## config.mk

```make
export PLATFORM = sky130hd
export DESIGN_NAME = pc_sequencer
export DESIGN_NICKNAME = d
export VERILOG_FILES = /design/src/rtl/pc_pkg.sv /design/src/rtl/pc_next_mux.sv /design/src/rtl/pc_sequencer.sv
export SDC_FILE = /design/constraint.sdc
export NUM_CORES = 1
export LEC_CHECK = 0
export BUFFER_PORTS_ARGS = -buffer_cell sky130_fd_sc_hd__buf_4
export CAP_MARGIN = 30
export CELL_PAD_IN_SITES_DETAIL_PLACEMENT = 1
export CELL_PAD_IN_SITES_GLOBAL_PLACEMENT = 2
export CORE_UTILIZATION = 30
export DETAILED_ROUTE_END_ITERATION = 10
export PLACE_DENSITY = 0.87
export SYNTH_ARGS = -nofsm -noshare
export SYNTH_HDL_FRONTEND = slang
export SYNTH_HIERARCHICAL = 1
export SYNTH_SLANG_ARGS = --single-unit
```

## constraint.sdc

```tcl
create_clock -name clk -period 4.15 [get_ports clk]
set_input_delay 0.2075 -clock clk [delete_from_list [all_inputs] [get_ports clk]]
set_output_delay 0.2075 -clock clk [all_outputs]
set_load 0.01 [all_outputs]
```

## src/rtl/pc_pkg.sv

```systemverilog
// Shared definitions for the program-counter sequencer: FSM state encoding,
// default reset PC, default sequential step and a word-alignment helper.
package pc_pkg;

    typedef enum logic [1:0] {
        ST_IDLE     = 2'd0,
        ST_FETCH    = 2'd1,
        ST_STALL    = 2'd2,
        ST_REDIRECT = 2'd3
    } pc_state_e;

    localparam logic [31:0] RESET_PC_DEFAULT = 32'h0000_0000;
    localparam int unsigned PC_STEP_DEFAULT  = 4;

    // Rebuild a byte address from a word address (low two bits forced to zero).
    function automatic logic [31:0] word_align(input logic [29:0] word_addr);
        return {word_addr, 2'b00};
    endfunction

endpackage

```

## src/rtl/pc_next_mux.sv

```systemverilog
// Next-PC selection: an accepted taken branch wins, otherwise an accepted
// fetch advances by PC_STEP (wrapping modulo 2^32), otherwise the PC holds.
module pc_next_mux
    import pc_pkg::*;
#(
    parameter int unsigned PC_STEP = PC_STEP_DEFAULT
) (
    input  logic [31:0] pc,
    input  logic        br_take,
    input  logic [29:0] br_word,
    input  logic        fire,
    output logic [31:0] next_pc
);

    localparam logic [31:0] STEP = 32'(PC_STEP);

    // Priority select of the next program counter value.
    always_comb begin
        // NOTE: default assignment first so every path drives next_pc and no latch is inferred.
        next_pc = pc;
        if (br_take) begin
            next_pc = word_align(br_word);
        end else if (fire) begin
            next_pc = pc + STEP;
        end
    end

endmodule

```

## src/rtl/pc_sequencer.sv

```systemverilog
// Instruction-fetch program-counter sequencer. A four-state FSM decides
// when a fetch may be requested; the PC advances on accepted fetches and is
// redirected by taken branches, which spend one cycle in REDIRECT.
module pc_sequencer
    import pc_pkg::*;
#(
    parameter logic [31:0] RESET_PC = RESET_PC_DEFAULT,
    parameter int unsigned PC_STEP  = PC_STEP_DEFAULT
) (
    input  logic        clk,
    input  logic        rst_n,
    input  logic        stall,
    input  logic        br_valid,
    input  logic        br_taken,
    input  logic [31:0] br_target,
    input  logic        imem_ready,
    output logic        imem_req,
    output logic [31:0] imem_addr,
    output logic [31:0] pc,
    output logic        fetch_fire,
    output logic        redirect,
    output logic        err_misalign,
    output logic [15:0] fetch_cnt
);

    pc_state_e   state;
    logic        br_take;
    logic [31:0] next_pc;

    // Branches are only honoured once the sequencer has left IDLE.
    assign br_take    = br_valid & br_taken & (state != ST_IDLE);
    assign imem_req   = (state == ST_FETCH) & ~stall;
    assign fetch_fire = imem_req & imem_ready;
    assign imem_addr  = pc;

    pc_next_mux #(
        .PC_STEP (PC_STEP)
    ) u_next_mux (
        .pc      (pc),
        .br_take (br_take),
        .br_word (br_target[31:2]),
        .fire    (fetch_fire),
        .next_pc (next_pc)
    );

    // Sequencer FSM with registered redirect flag; a taken branch overrides stall.
    always_ff @(posedge clk or negedge rst_n) begin
        if (!rst_n) begin
            state    <= ST_IDLE;
            redirect <= 1'b0;
        end else begin
            // NOTE: non-blocking assignments for all state so every flop samples pre-edge values.
            redirect <= 1'b0;
            if (br_take) begin
                state    <= ST_REDIRECT;
                redirect <= 1'b1;
            end else begin
                unique case (state)
                    ST_IDLE:     state <= ST_FETCH;
                    ST_FETCH:    if (stall) state <= ST_STALL;
                    ST_STALL:    if (!stall) state <= ST_FETCH;
                    ST_REDIRECT: state <= stall ? ST_STALL : ST_FETCH;
                    default:     state <= ST_IDLE;
                endcase
            end
        end
    end

    // Program counter register; reset discards any pending branch.
    always_ff @(posedge clk or negedge rst_n) begin
        if (!rst_n) begin
            pc <= RESET_PC;
        end else begin
            pc <= next_pc;
        end
    end

    // Accepted-fetch counter (free-running wrap) and sticky misalignment flag.
    always_ff @(posedge clk or negedge rst_n) begin
        if (!rst_n) begin
            fetch_cnt    <= 16'h0000;
            err_misalign <= 1'b0;
        end else begin
            if (fetch_fire) begin
                fetch_cnt <= fetch_cnt + 16'h0001;
            end
            if (br_take && (br_target[1:0] != 2'b00)) begin
                err_misalign <= 1'b1;
            end
        end
    end

endmodule

```

==> results.toml <==
[global_routing]
grt_pass1_vias = 2682
antenna_found_initial = 0
grt-ovfl-total = 0
grt.total_usage_pct = 16.79
grt_pass1_wl_um = 13640
grt_max_degree = 53

[layout]
drive_above_1_share_pct = 35.75
final_common_cell = "buf_4"
multi_input_area_sq_um = 1349
seqCellArea_sq_um = 1301
fillers = 1125
instances_no_fill = 529
final_cell_mix = "122 x buf_4, 52 x dfrtp_1, 40 x nand2_1"
n_antenna_cell = 0
area_growth_pct = 29.32
fin_area_sq_um = 3841
nets = 440

[logic_synthesis]
synth-edff-count = 0
synth_top_area_cell = "dfrtp_1"
synth_top_area_share_pct = 43.81
synthSimpleGateAreaFrac_pct = 26.24
synth_area_per_cell_sq_um = 9.460
synth_xor_area_share_pct = 7.961
synth_top_family_by_area = "simple AND/OR/NAND/NOR gates"
ys_seq_area_share_pct = 43.81
synth_seq_cells = 52
synthArstFlopShare_pct = 100.0
syn_area_sq_um = 2970
synth-compound-area-share_pct = 10.03
synthTopCellsByArea = "dfrtp_1 44%, buf_4 8.1%, xnor2_1 6.2%, nand2_1 5.1%, or4_1 3.8%"
synthMuxAreaShare_pct = 0.3370
synthAdderAreaFrac_pct = 0.8425
synth_nets = 354
ys.flop_type = "dfrtp_1"
ys_types = 40
netlist_instances = 314
ys_warn_count = 6

[sta]
max_freq_mhz = 336.9
max_slew_margin_pct = 42.84
finClkSkew_ps = 6.454
final.min_clock_period_ps = 2968
slew_violations = 0
setup_viol = 0
final-hold-violation-count = 0
period_share_pct = 71.52
final.setup.tns_ps = 0
worst_pin_slew_ps = 856.5
whs_ps = 110.5
rsz0062_at_grt = "no"

[critical_path]
worst_path_max_delay_cell = "or3_1"
worstSetupStartpointType = "register"
required_ps = 4370
reg2reg_depth = 6
r2r-end = "imem_addr[22]$_DFF_PN0_"
endpoint_kind = "register"
worst-path-stages = 6
path_cells = "nand4bb_4 -> inv_1 -> nand4_1 -> or3_1 -> or4_1 -> a31oi_1"
timing.rr.start = "state[1]$_DFFE_PN0P_"
arrival_ps = 3190
max_stage_delay_ps = 670
r2r_slack_ps = 1180
path_class = "register to register"
critPathTopFamily = "simple AND/OR/NAND/NOR gates"
crit_buf_inv = 1
critPathMaxFanout = 13

[drt]
ant_nets = 0
via_per_inst = 5.025
first_iter_violations = 80
drc = 0
wl_um = 8256
drt_pass1_iterations = 4
vias = 2658
wl_per_cell_um = 15.61

[clock_network]
clkSinkCount = 52
cts.path.max_buffers = 2
worstSkewPairLatency_ps = 300
cts_tree = "yes"
cts_resized = 0
cts_htree_levels = 2
cts_setup_buffers = 0
clk_pin_slew_worst_paths_ps = 90
clock-root-buffer = "clkbuf_8"
cts_buffers = 5

[floorplan]
num_rows = 35
initial_core_util_pct = 31.55
core_area_sq_um = 9415
io_pins = 122
fp.dieW_um = 101.5
die_y_um = 101.5
fp.dieArea_sq_um = 10300

[hold_path]
hp-start = "br_target[5]"
hold_path_class = "input pin to register"
holdPathEnd = "imem_addr[5]$_DFF_PN0_"
hold_depth = 3

[placed_design]
placed_area_sq_um = 3754
dp_hpwl_um = 6146
routabilityCongestion = 0.7973
placedCellCount = 521
io_buffers = 121

[power]
ir_drop_mv = 0.1434
power.total_mw = 1.417
powerDensity_nw_per_um2 = 369.0
leakage_nw = 1.689

[run_status]
outcome = "complete, no violations"

[run]
cap_violations = 0
-- metal layers --
metal  share of wire (%)  GRT usage, %  wire, um
met1                  46         23.55      3829
met2                  47         26.72      3860
met3                 6.3         3.589       519
met4                0.57         3.344        47
met5                   0             0         0
-- flip-flops by register name (all words and copies together) (netlist names) --
signal / count
imem_addr: 32
redirect: 1
fetch_cnt: 16
state: 2
err_misalign: 1
-- power by group --
| group | switching, mW | leakage (nW) | internal (mW) |
|---|---|---|---|
| registers | 0.128 | 0.645 | 0.576 |
| clock network | 0.164 | 0.0410 | 0.115 |
| logic | 0.200 | 1.00 | 0.234 |
-- synth_stat cells (2+ instances only) --
cell type and count:
dfrtp_1 52, nand2_1 40, buf_4 32, xnor2_1 21, nand3_1 20, nor2_1 15
or4_1 15, o21ai_0 14, a31oi_1 12, clkbuf_1 10, nand4_1 10, o31ai_1 10
inv_1 7, o211ai_1 6, xor2_1 6, and3_1 3, and3_2 3, nor2b_1 3
nor4_1 3, or3_1 3, or4_2 3, and4_1 2, ha_1 2, nand3_2 2
nor3_1 2, o41ai_1 2, or2_2 2, or4_4 2
-- timing repair --
action,CTS,global route
endpoints found under the setup margin,0,0
hold buffers,1,0
hold endpoints to repair,52,0
-- final cells by class --
cell class / count / area share [%]
multi-input cells: 211 / 35.11
flip-flops and latches: 52 / 33.88
repair buffers: 123 / 24.10
well taps: 129 / 4.202
clock buffers: 6 / 1.889
inverters: 7 / 0.6840
clock inverters: 1 / 0.1303
-- worst reg2reg max path, delay by kind of cell (launching register included) --
kind | cells | cell delay (ps)
buffers and inverters | 1 | 360
and+or+nand+nor | 4 | 1950
AOI/OAI and AO/OA | 1 | 170
DFF | 1 | 420
-- cell families (layout without fill, tap and decap cells) --
| kind of cell | count (synthesis) | after routing |
|---|---|---|
| and+or+nand+nor | 135 | 135 |
| muxes | 1 | 1 |
| AOI/OAI and AO/OA | 46 | 46 |
| DFF | 52 | 52 |
| xor gates and xnor gates | 27 | 27 |
| adders and majority gates | 2 | 2 |
| buffers and inverters | 51 | 137 |
-- how the worst max path moves through the flow --
| stage | slack (ps) | startpoint | endpoint |
|---|---|---|---|
| after global routing | 970 | state[1]$_DFFE_PN0P_ | imem_addr[22]$_DFF_PN0_ |
| final | 1180 | state[1]$_DFFE_PN0P_ | imem_addr[22]$_DFF_PN0_ |
| after global placement | 1300 | state[1]$_DFFE_PN0P_ | imem_addr[22]$_DFF_PN0_ |
| after floorplan | 1810 | state[1]$_DFFE_PN0P_ | imem_addr[22]$_DFF_PN0_ |
| after CTS | 1150 | state[1]$_DFFE_PN0P_ | imem_addr[22]$_DFF_PN0_ |
| after detailed placement | 1180 | state[1]$_DFFE_PN0P_ | imem_addr[22]$_DFF_PN0_ |
-- stage by stage --
step / util, % / setup slack (ps)
2_1_floorplan: - / 1811
3_3_place_gp: 39.87 / 1300
3_5_place_dp: 39.87 / 1178
4_1_cts: 40.80 / 1154
5_1_grt: 40.80 / 973.2
6_report: 40.80 / 1182
Power figures use the tool's default switching activity.
